[src/rtl/rf_cmd_sequencer_if.sv]
`default_nettype none
`timescale 1ns/1ps
// ============================================================================
// Module   : rf_cmd_sequencer_if
// Purpose  : Command/response handshake bundle between the control unit
//            (master) and the register-file command sequencer (slave).
// Revision : 1.0 - initial release
// ============================================================================
interface rf_cmd_sequencer_if #(
  parameter int DATA_W = 8,
  parameter int CNT_W  = 4
);
  logic              cmd_valid;
  logic              cmd_ready;
  logic [2:0]        cmd_op;
  logic [2:0]        cmd_dst;
  logic [2:0]        cmd_src;
  logic [DATA_W-1:0] cmd_imm;
  logic [CNT_W-1:0]  cmd_cnt;
  logic              rsp_valid;
  logic [DATA_W-1:0] rsp_data;

  modport master (
    output cmd_valid, cmd_op, cmd_dst, cmd_src, cmd_imm, cmd_cnt,
    input  cmd_ready, rsp_valid, rsp_data
  );

  modport slave (
    input  cmd_valid, cmd_op, cmd_dst, cmd_src, cmd_imm, cmd_cnt,
    output cmd_ready, rsp_valid, rsp_data
  );
endinterface
`default_nettype wire

[src/rtl/rf_cmd_sequencer.sv]
`default_nettype none
`timescale 1ns/1ps
// ============================================================================
// Module   : rf_cmd_sequencer
// Purpose  : Expands one command at a time into register-file micro-ops
//            (clear, load-immediate, repeated inc/dec, read, move, swap) and
//            returns a single-cycle completion response per command.
// Revision : 1.0 - initial release
// ============================================================================
module rf_cmd_sequencer #(
  parameter int DATA_W = 8,
  parameter int CNT_W  = 4
) (
  input  wire                    clk,
  input  wire                    rst_n,
  rf_cmd_sequencer_if.slave      cmd_if,
  output logic [1:0]             rf_FunSel,
  output logic [3:0]             rf_RSel,
  output logic [3:0]             rf_TSel,
  output logic [2:0]             rf_O1Sel,
  output logic [2:0]             rf_O2Sel,
  output logic [DATA_W-1:0]      rf_I,
  input  wire  [DATA_W-1:0]      rf_O1,
  input  wire  [DATA_W-1:0]      rf_O2
);

  localparam logic [2:0] c_OP_NOP  = 3'b000;
  localparam logic [2:0] c_OP_CLR  = 3'b001;
  localparam logic [2:0] c_OP_LDI  = 3'b010;
  localparam logic [2:0] c_OP_INC  = 3'b011;
  localparam logic [2:0] c_OP_DEC  = 3'b100;
  localparam logic [2:0] c_OP_MOV  = 3'b101;
  localparam logic [2:0] c_OP_RD   = 3'b110;
  localparam logic [2:0] c_OP_SWAP = 3'b111;

  typedef enum logic [2:0] {
    IDLE = 3'd0,
    CAPT = 3'd1,
    WR1  = 3'd2,
    WR2  = 3'd3,
    REP  = 3'd4,
    RESP = 3'd5
  } state_t;

  state_t            r_state;
  state_t            w_next;
  logic [2:0]        r_op;
  logic [2:0]        r_dst;
  logic [2:0]        r_src;
  logic [DATA_W-1:0] r_imm;
  logic [CNT_W-1:0]  r_cnt;
  logic [DATA_W-1:0] r_a;
  logic [DATA_W-1:0] r_b;
  logic [DATA_W-1:0] r_rsp_data;
  logic [2:0]        r_o1sel;
  logic [2:0]        r_o2sel;
  logic              w_accept;
  logic              w_wr;
  logic [2:0]        w_wr_idx;

  // First state of each command; shared by the IDLE and RESP accept paths.
  function automatic state_t f_dispatch(input logic [2:0] op);
    case (op)
      c_OP_NOP:           f_dispatch = RESP;
      c_OP_CLR, c_OP_LDI: f_dispatch = WR1;
      c_OP_INC, c_OP_DEC: f_dispatch = REP;
      default:            f_dispatch = CAPT;
    endcase
  endfunction

  // RESP also accepts so the next command starts back-to-back.
  assign cmd_if.cmd_ready = (r_state == IDLE) || (r_state == RESP);
  assign cmd_if.rsp_valid = (r_state == RESP);
  assign cmd_if.rsp_data  = r_rsp_data;
  assign w_accept         = cmd_if.cmd_valid & cmd_if.cmd_ready;
  assign rf_O1Sel         = r_o1sel;
  assign rf_O2Sel         = r_o2sel;

  // State register; reset aborts any command in flight without a response.
  always_ff @(posedge clk or negedge rst_n) begin
    if (!rst_n) r_state <= IDLE;
    else        r_state <= w_next;
  end

  // Next-state sequencing of the micro-op steps.
  always_comb begin
    w_next = r_state;
    case (r_state)
      IDLE: if (w_accept) w_next = f_dispatch(cmd_if.cmd_op);
      CAPT: begin
        if (r_op == c_OP_RD || (r_op == c_OP_SWAP && r_dst == r_src)) w_next = RESP;
        else                                                          w_next = WR1;
      end
      WR1:  w_next = (r_op == c_OP_SWAP) ? WR2 : RESP;
      WR2:  w_next = RESP;
      REP:  if (r_cnt <= CNT_W'(1)) w_next = RESP;
      RESP: w_next = w_accept ? f_dispatch(cmd_if.cmd_op) : IDLE;
      default: w_next = IDLE;
    endcase
  end

  // Command latch, repeat counter and operand capture.
  always_ff @(posedge clk or negedge rst_n) begin
    if (!rst_n) begin
      r_op       <= '0;
      r_dst      <= '0;
      r_src      <= '0;
      r_imm      <= '0;
      r_cnt      <= '0;
      r_a        <= '0;
      r_b        <= '0;
      r_rsp_data <= '0;
      r_o1sel    <= '0;
      r_o2sel    <= '0;
    end else begin
      if (w_accept) begin
        r_op       <= cmd_if.cmd_op;
        r_dst      <= cmd_if.cmd_dst;
        r_src      <= cmd_if.cmd_src;
        r_imm      <= cmd_if.cmd_imm;
        r_cnt      <= cmd_if.cmd_cnt;
        r_rsp_data <= (cmd_if.cmd_op == c_OP_LDI) ? cmd_if.cmd_imm : '0;
        // Read selects are set up at accept so they are stable throughout CAPT.
        if (cmd_if.cmd_op == c_OP_SWAP) begin
          r_o1sel <= cmd_if.cmd_dst;
          r_o2sel <= cmd_if.cmd_src;
        end else if (cmd_if.cmd_op == c_OP_RD || cmd_if.cmd_op == c_OP_MOV) begin
          r_o1sel <= cmd_if.cmd_src;
        end
      end else if (r_state == REP && r_cnt != '0) begin
        r_cnt <= r_cnt - CNT_W'(1);
      end
      if (r_state == CAPT) begin
        r_a        <= rf_O1;
        r_b        <= rf_O2;
        r_rsp_data <= rf_O1;
      end
    end
  end

  // RF function, load data and write target for the current micro-op.
  always_comb begin
    rf_FunSel = 2'b01;
    rf_I      = '0;
    w_wr      = 1'b0;
    w_wr_idx  = r_dst;
    case (r_state)
      WR1: begin
        w_wr = 1'b1;
        if (r_op == c_OP_CLR)       rf_FunSel = 2'b00;
        if (r_op == c_OP_LDI)       rf_I = r_imm;
        else if (r_op == c_OP_SWAP) rf_I = r_b;
        else                        rf_I = r_a;
      end
      WR2: begin
        w_wr     = 1'b1;
        w_wr_idx = r_src;
        rf_I     = r_a;
      end
      REP: begin
        // A zero count still spends one REP cycle but never writes.
        w_wr      = (r_cnt != '0);
        rf_FunSel = (r_op == c_OP_INC) ? 2'b11 : 2'b10;
      end
      default: ;
    endcase
  end

  // One-hot enable decode; bit (3-idx[1:0]) equals ~idx[1:0] for 2-bit values.
  always_comb begin
    rf_RSel = '0;
    rf_TSel = '0;
    if (w_wr) begin
      if (w_wr_idx[2]) rf_RSel[~w_wr_idx[1:0]] = 1'b1;
      else             rf_TSel[~w_wr_idx[1:0]] = 1'b1;
    end
  end

endmodule
`default_nettype wire
[src/flat_wrapper.sv]
// flat-port wrapper written by rule: the top's interface ports become plain ports
module rf_cmd_sequencer_flat 
#(
  parameter int DATA_W = 8,
  parameter int CNT_W  = 4
)
  (clk, rst_n, rf_FunSel, rf_RSel, rf_TSel, rf_O1Sel, rf_O2Sel, rf_I, rf_O1, rf_O2, cmd_if_cmd_valid, cmd_if_cmd_op, cmd_if_cmd_dst, cmd_if_cmd_src, cmd_if_cmd_imm, cmd_if_cmd_cnt, cmd_if_cmd_ready, cmd_if_rsp_valid, cmd_if_rsp_data);
  rf_cmd_sequencer_if #(.DATA_W(DATA_W), .CNT_W(CNT_W)) cmd_if_i ();
  input  wire clk;
  input  wire rst_n;
  output logic [1:0] rf_FunSel;
  output logic [3:0] rf_RSel;
  output logic [3:0] rf_TSel;
  output logic [2:0] rf_O1Sel;
  output logic [2:0] rf_O2Sel;
  output logic [DATA_W-1:0] rf_I;
  input  wire  [DATA_W-1:0] rf_O1;
  input  wire  [DATA_W-1:0] rf_O2;
  input wire logic [$bits(cmd_if_i.cmd_valid)-1:0] cmd_if_cmd_valid;
  input wire logic [$bits(cmd_if_i.cmd_op)-1:0] cmd_if_cmd_op;
  input wire logic [$bits(cmd_if_i.cmd_dst)-1:0] cmd_if_cmd_dst;
  input wire logic [$bits(cmd_if_i.cmd_src)-1:0] cmd_if_cmd_src;
  input wire logic [$bits(cmd_if_i.cmd_imm)-1:0] cmd_if_cmd_imm;
  input wire logic [$bits(cmd_if_i.cmd_cnt)-1:0] cmd_if_cmd_cnt;
  output wire logic [$bits(cmd_if_i.cmd_ready)-1:0] cmd_if_cmd_ready;
  output wire logic [$bits(cmd_if_i.rsp_valid)-1:0] cmd_if_rsp_valid;
  output wire logic [$bits(cmd_if_i.rsp_data)-1:0] cmd_if_rsp_data;
  assign cmd_if_i.cmd_valid = cmd_if_cmd_valid;
  assign cmd_if_i.cmd_op = cmd_if_cmd_op;
  assign cmd_if_i.cmd_dst = cmd_if_cmd_dst;
  assign cmd_if_i.cmd_src = cmd_if_cmd_src;
  assign cmd_if_i.cmd_imm = cmd_if_cmd_imm;
  assign cmd_if_i.cmd_cnt = cmd_if_cmd_cnt;
  assign cmd_if_cmd_ready = cmd_if_i.cmd_ready;
  assign cmd_if_rsp_valid = cmd_if_i.rsp_valid;
  assign cmd_if_rsp_data = cmd_if_i.rsp_data;
  rf_cmd_sequencer #(.DATA_W(DATA_W), .CNT_W(CNT_W)) u_core (.clk(clk), .rst_n(rst_n), .cmd_if(cmd_if_i), .rf_FunSel(rf_FunSel), .rf_RSel(rf_RSel), .rf_TSel(rf_TSel), .rf_O1Sel(rf_O1Sel), .rf_O2Sel(rf_O2Sel), .rf_I(rf_I), .rf_O1(rf_O1), .rf_O2(rf_O2));
endmodule
[config.mk]
export PLATFORM = sky130hd
export DESIGN_NAME = rf_cmd_sequencer_flat
export DESIGN_NICKNAME = d
export VERILOG_FILES = /design/src/rtl/rf_cmd_sequencer_if.sv /design/src/rtl/rf_cmd_sequencer.sv /design/src/flat_wrapper.sv
export SDC_FILE = /design/constraint.sdc
export NUM_CORES = 1
export LEC_CHECK = 0
export ABC_AREA = 1
export CAP_MARGIN = 20
export CORE_UTILIZATION = 35
export DETAILED_ROUTE_END_ITERATION = 8
export SYNTH_ARGS = -nofsm -noshare
export SYNTH_HDL_FRONTEND = slang
export SYNTH_SLANG_ARGS = --single-unit
[constraint.sdc]
create_clock -name clk -period 1.7 [get_ports clk]
set_clock_uncertainty 0.1 [all_clocks]
set_input_delay 0.17 -clock clk [delete_from_list [all_inputs] [get_ports clk]]
set_output_delay 0.17 -clock clk [all_outputs]
set_load 0.03 [all_outputs]
==> results of run 1 <==
flip-flops by register name, summed over array words and instances, names as in the netlist:
register and count:
u_core.r_dst 3, u_core.r_imm 8, u_core.r_src 3, u_core.r_b 8, u_core.rf_O2Sel 3, u_core.r_a 8
u_core.r_state 3, u_core.rf_O1Sel 3, u_core.cmd_if.rsp_data 8, u_core.r_op 3, u_core.r_cnt 4
final timing paths:
kind / start / to / slack [ps] / depth (start not counted)
setup / recovery: u_core.r_state[1] / rf_FunSel[0] / -270 / 7
hold / removal: rst_n / u_core.r_b[4] / 270 / 2
setup reg to reg: u_core.r_state[2] / u_core.cmd_if.rsp_data[5] / 0 / 8
hold reg to reg: u_core.r_b[5] / u_core.r_b[5] / 380 / 2
max in group asynchronous: rst_n / u_core.r_state[2] / 580 / 3
min in group clk: rf_O2[3] / u_core.r_b[3] / 290 / 3
metrics by stage:
step | hold WS, ps | util (%) | TNS (ps) | cells
after floorplan | -225.6 | - | -980.2 | 386
after global placement | 71.93 | 49.17 | -95.68 | 573
after detailed placement | 82.04 | 49.17 | -806.8 | 573
after CTS | 272.0 | 53.35 | -2759 | 592
after global routing | 298.3 | 54.35 | -6325 | 598
final | 266.6 | 54.35 | -3389 | 598
power by group through the flow:
| stage | combinational, mW | clock (mW) | sequential, mW |
|---|---|---|---|
| floorplan | 2.41 | 0 | 2.48 |
| global placement | 3.91 | 0 | 2.26 |
| detailed placement | 3.96 | 0 | 2.28 |
| CTS | 4.44 | 0.829 | 2.27 |
| global route | 5.07 | 0.878 | 2.35 |
| finish | 4.60 | 0.816 | 2.27 |
synthesized netlist by cell type, drive strengths merged:
master / instances / area, µm²
nand2: 129 / 506.7
a31oi: 1 / 6.260
a21oi: 11 / 55.05
dfrtp: 54 / 1351
o21a: 3 / 22.52
clkbuf: 1 / 3.750
nand3: 17 / 90.09
nor2: 23 / 103.9
o21ai: 62 / 310.3
ha: 3 / 37.54
o211ai: 10 / 75.07
nor3: 2 / 15.01
xor2: 1 / 8.760
buf: 9 / 77.57
a41oi: 1 / 8.760
inv: 59 / 224.0
cell families after synthesis:
group	Yosys count	synth area share, %
simple gates	171	24.71
compound gates	88	16.50
buf+inv	69	10.54
flops	54	46.65
fa+ha+maj	3	1.296
xor+xnor	1	0.3024
placed cells by master, fill, tap and decap left out, types with 4 or more instances in the layout:
cell	count
sky130_fd_sc_hd__nand2_1	114
sky130_fd_sc_hd__inv_1	52
sky130_fd_sc_hd__clkdlybuf4s50_1	52
sky130_fd_sc_hd__dfrtp_1	52
sky130_fd_sc_hd__buf_4	46
sky130_fd_sc_hd__o21ai_0	33
sky130_fd_sc_hd__o21ai_1	22
sky130_fd_sc_hd__nand3_1	15
sky130_fd_sc_hd__nor2_1	11
sky130_fd_sc_hd__a21oi_1	11
sky130_fd_sc_hd__nand2_2	10
sky130_fd_sc_hd__o211ai_1	10
sky130_fd_sc_hd__nor2_4	8
sky130_fd_sc_hd__buf_6	8
sky130_fd_sc_hd__clkbuf_8	7
sky130_fd_sc_hd__o21ai_2	6
sky130_fd_sc_hd__nor2_2	4
sky130_fd_sc_hd__inv_2	4
sky130_fd_sc_hd__nand2_4	4
layout make-up:
cell class	count	area [µm²]
Inverter	59	229.0
Clock buffer	7	96.34
Timing Repair Buffer	112	1042
Sequential cell	54	1354
Multi-Input combinational cell	263	1408
Clock inverter	1	8.758
Fill cell	777	3582
Tap cell	102	127.6
routing by layer:
layer,share of wire [%],wire length [µm]
met5,0,0
met4,1.6,124
met3,5.0,384
met2,49,3752
met1,44,3364
repair_timing:
| action | 4_1_cts | 5_1_grt |
|---|---|---|
| hold buffers | 1 | 0 |
| setup endpoints to repair | 18 | 57 |
| endpoints found under the hold margin | 20 | 0 |
| gates resized for setup | 52 | 13 |
| pin swaps | 11 | 2 |
| buffers inserted | 10 | 6 |
==> impl_metrics.yaml, run 1 <==
status:
  outcome: "finished with violations"
  failed_checks: "negative setup slack"
clock_network:
  clk_latency_ps: 310
  clock_tree.root_cell: "sky130_fd_sc_hd__clkbuf_8"
  tritoncts: "done"
  cts_num_sinks: 54
  clock_tree.buffer_depth: 2
  htree_num_levels: 2
  tritoncts.num_buffers: 5
  clk_pin_slew_worst_paths_ps: 100
timing:
  relSlewSlack_pct: 63.61
  post-route-worst-setup-slack_ps: -271.5
  timing.final.crit_share_pct: 116.0
  hold_viol_final: 0
  worst_slew_pin_slew_ps: 545.9
  min_tclk_post_route_ps: 1972
  setup-violations-final: 18
  timing.final.max_slew_violations: 0
  fmax_ghz: 0.5072
  grt_setup_unrepaired: "yes"
floorplanning:
  initial_utilization_pct: 36.91
  design.portCount: 74
  fp.coreArea_mm2: 0.007848
  design.die.area_mm2: 0.008643
  row_count: 32
  die_h_um: 92.97
  die_width_um: 92.97
detailed_routing:
  wirelength_mm: 7.626
  drtIter0Drc: 141
  vias: 2824
  ant_nets: 0
  dr.pass1.iters: 4
  drc_violations_left: 0
  detail_route.vias_per_cell: 4.722
  routedWlPerCell_um: 12.75
layout:
  num_antenna_cells: 0
  drive_gt1_share_pct: 23.19
  final_net_count: 538
  post_route_design_area_mm2: 0.004265
  layout-area-overhead-vs-synth_pct: 47.26
worst_setup_path:
  timing.critical_path.max_delay_family: "buffers and inverters"
  critical_path.max_fanout: 4
  worstSetupPathType: "register to output port"
  cp_slowest_stage_delay_ps: 430
  critical_path_required_ps: 1430
  worst-endpoint-arrival_ps: 1700
  crit_top_cell: "sky130_fd_sc_hd__buf_4"
  startpoint_type: "register"
  crit_end_category: "output port"
  worstPathBufferInverterCount: 3
  crit_path_cell_trace: "nor2_2, nand2_2, buf_4, a31oi_1, a41oi_2, buf_4, buf_12"
  critical-path-slowest-cell: "sky130_fd_sc_hd__dfrtp_1"
grt:
  grt_pass1_wl_mm: 12.57
  met2_usage_pct: 31.74
  groute.layer.met1.usage_pct: 23.71
  grt.total_usage_pct: 18.48
  grt_pass1_vias: 2740
  grt_remaining_overflow: 0
  pin_count_of_the_biggest_net_entering_global_routing: 23
  grt_most_used_layer: "met2"
  grt_util_met3_pct: 3.333
  initial_antenna_violation_count: 0
logic_synthesis:
  post_synth.cell_area_avg_um2: 7.504
  ys_seq_elements: 54
  synth.net_count: 429
  yosys_warnings: 0
  ys_seq_area_share_pct: 46.65
  syn_area_mm2: 0.002897
  synth_cell_types: 27
  synthesis.instances: 386
power:
  combPwrFrac_pct: 59.8
  p_sw_mw: 3.557
  sequentialPowerShare_pct: 29.6
  internal_power_mw: 4.137
  pwr-share-clk_pct: 10.6
  design_power_total_mw: 7.695
  irDropWorstVdd_uv: 599.9
  pwrdens_mw_per_mm2: 1804
  sw_frac_of_total_pct: 46.23
  power.leakage_nw: 2.074
hold_path:
  min_path_type: "input port to asynchronous set/reset pin"
placement:
  detailed_place_hpwl_mm: 5.593
  portBuffers: 73
  post_dp_cell_area_mm2: 0.003859
  dp_worst_setup_slack_ps: -125.9
  gpl.final_weighted_congestion: 0.8639
flow_run:
  cap_viol_max_count: 0
Power figures use the tool's default switching activity.
==> run 2: changes to the inputs <==
- CORE_UTILIZATION: 35 -> 49
- PLACE_DENSITY: default -> 0.8
==> run 2 against run 1 <==
The run still ends with negative setup slack left. Sequential power rose by 4%. Clock power grew 30%. Die area decreased by 28%. Hold slack improved by 4.7 ps. Utilization up 25 points. Setup slack improved by 24 ps. Count of clock-buffer cells in the layout is 1 lower. Combinational power rose by 16%. Register-to-register slack worse by 80 ps. Cell area is 4.3% higher. Critical path depth unchanged. Routed wire length up 16%. Critical endpoint is now rf_I[1]. Largest cell class unchanged.
==> impl_metrics.yaml, run 2 (same netlist as run 1, synthesis figures left out) <==
status:
  outcome: "finished with violations"
  failed_checks: "negative setup slack"
worst_setup_path:
  crit_end_category: "output port"
  critical_path_required_ps: 1430
  startpoint_type: "register"
  worst-r2r-cell-count: 8
  reg2reg_setup_slack_ps: -80
  reg2reg_to: "u_core.cmd_if.rsp_data[0]"
  worstSetupPathType: "register to output port"
  crit-reg2reg-launch: "u_core.r_state[1]"
  crit_path_cell_trace: "inv_2, buf_4, nand3_4, a21oi_1, o21ai_1, o21ai_1, buf_4"
  critical-path-slowest-cell: "sky130_fd_sc_hd__dfrtp_1"
  cp_slowest_stage_delay_ps: 430
  critical_path.max_fanout: 5
  worst-endpoint-arrival_ps: 1680
layout:
  mostFrequentLayoutCell: "sky130_fd_sc_hd__nand2_1"
  layout-area-overhead-vs-synth_pct: 53.61
  layout.filler_cells: 365
  total_area_of_multi_input_combinational_cells_mm2: 0.001531
  num_antenna_cells: 0
  final_net_count: 544
  seq_area_mm2: 0.001355
  instances_no_fill: 574
  mostFrequentLayoutCells: "sky130_fd_sc_hd__nand2_1 (110), sky130_fd_sc_hd__clkdlybuf4s50_1 (52), sky130_fd_sc_hd__dfrtp_1 (51)"
  drive_gt1_share_pct: 27.09
  final_util_pct: 79.34
  post_route_design_area_mm2: 0.004449
placement:
  detailed_place_hpwl_mm: 5.170
  post_dp_cell_area_mm2: 0.003806
  portBuffers: 73
  numPlacedInstances: 541
  gpl.final_weighted_congestion: 0.8051
grt:
  grt_pass1_vias: 2861
  grt_pass1_wl_mm: 13.37
  grt.total_usage_pct: 27.92
  initial_antenna_violation_count: 0
  pin_count_of_the_biggest_net_entering_global_routing: 55
  grt_remaining_overflow: 0
floorplanning:
  initial_utilization_pct: 51.65
  die_width_um: 78.89
  fp.coreArea_mm2: 0.005608
  row_count: 27
  design.die.area_mm2: 0.006223
  die_h_um: 78.89
  design.portCount: 74
power:
  sequentialPowerShare_pct: 26.8
  pwr-share-clk_pct: 12.1
  irDropWorstVdd_uv: 1199
  combPwrFrac_pct: 61.0
  power.leakage_nw: 2.144
  p_sw_mw: 4.083
  sw_frac_of_total_pct: 46.61
  internal_power_mw: 4.677
  pwrdens_mw_per_mm2: 1969
  design_power_total_mw: 8.759
detailed_routing:
  detail_route.vias_per_cell: 5.444
  drtIter0Drc: 397
  dr.pass1.iters: 5
  wirelength_mm: 8.825
  drc_violations_left: 0
  ant_nets: 0
  routedWlPerCell_um: 15.37
  vias: 3125
timing:
  setup-violations-final: 33
  worst_slew_pin_slew_ps: 325.1
  relSlewSlack_pct: 78.26
  setup_tns_ps: -4275
  min_tclk_post_route_ps: 1947
  hold_viol_final: 0
  post-route-worst-setup-slack_ps: -247.1
  timing.final.max_slew_violations: 0
  fmax_ghz: 0.5136
  grt_setup_unrepaired: "yes"
  timing.final.crit_share_pct: 114.5
clock_network:
  tritoncts: "done"
  clock_tree.buffer_depth: 2
  tritoncts.num_buffers: 5
  cts_num_sinks: 54
  clk_pin_slew_worst_paths_ps: 100
  clock_tree.root_cell: "sky130_fd_sc_hd__clkbuf_8"
  htree_num_levels: 2
  clk_latency_ps: 310
flow_run:
  cap_viol_max_count: 0
hold_path:
  min_path_type: "input port to asynchronous set/reset pin"
==> run 2: how the worst max path moves through the flow <==
stage / startpoint / endpoint / slack (ps)
2_1_floorplan: u_core.r_state[2] / rf_I[0] / -90
3_3_place_gp: u_core.r_state[2] / rf_TSel[2] / 50
3_5_place_dp: u_core.r_state[2] / rf_TSel[1] / -60
4_1_cts: u_core.r_op[0] / rf_I[1] / -160
5_1_grt: u_core.r_state[2] / rf_TSel[2] / -310
6_report: u_core.r_state[2] / rf_I[1] / -250
==> run 2: timing repair <==
item	CTS	global route
endpoints found under the setup margin	18	65
endpoints found under the hold margin	54	0
buffers inserted	12	13
pin swaps	12	9
hold buffers	1	0
resized for setup	70	36
gates cloned	1	1
==> run 2: power by group through the flow <==
stage | clock network, mW | logic [mW] | registers (mW)
floorplan | 0 | 2.41 | 2.48
global placement | 0 | 3.86 | 2.27
detailed placement | 0 | 3.98 | 2.28
CTS | 1.07 | 4.72 | 2.30
global route | 1.12 | 5.75 | 2.39
finish | 1.06 | 5.34 | 2.35
==> run 2: cell type report <==
cell class | count | area share (%)
multi-input cells | 264 | 34.42
flip-flops and latches | 54 | 30.46
repair buffers | 117 | 24.58
inverters | 59 | 5.315
well taps | 72 | 2.025
clock buffers | 6 | 1.856
clock inverters | 2 | 1.350
==> run 2: layer usage <==
layer	track usage, %	up-vias	part of all wire (%)
met5	0	-	0
met4	9.818	0	3.5
met3	5.057	32	7.0
met2	47.91	170	50
met1	35.36	1464	39
li1	-	1459	-
==> run 2: per-stage QoR <==
stage / hold WS, ps / setup WS, ps
after CTS: 280.6 / -157.8
after global routing: 297.1 / -314.1
after floorplan: -225.6 / -87.76
final: 271.3 / -247.1
after detailed placement: 88.23 / -57.66
after global placement: 86.37 / 49.95
==> run 2: critical path, delay by kind of cell, from the launching register on <==
family | cells | cell delay (ps)
AO/OA/AOI/OAI | 3 | 340
flip-flops | 1 | 430
AND/OR/NAND/NOR | 1 | 110
buffers and inverters | 3 | 480
==> run 3: changes to the inputs <==
- CTS_CLUSTER_DIAMETER: default -> 80
- SLEW_MARGIN: default -> 5
==> results of run 3 <==
Same layout as run 2: the final DEF is identical, and so are final timing and power.
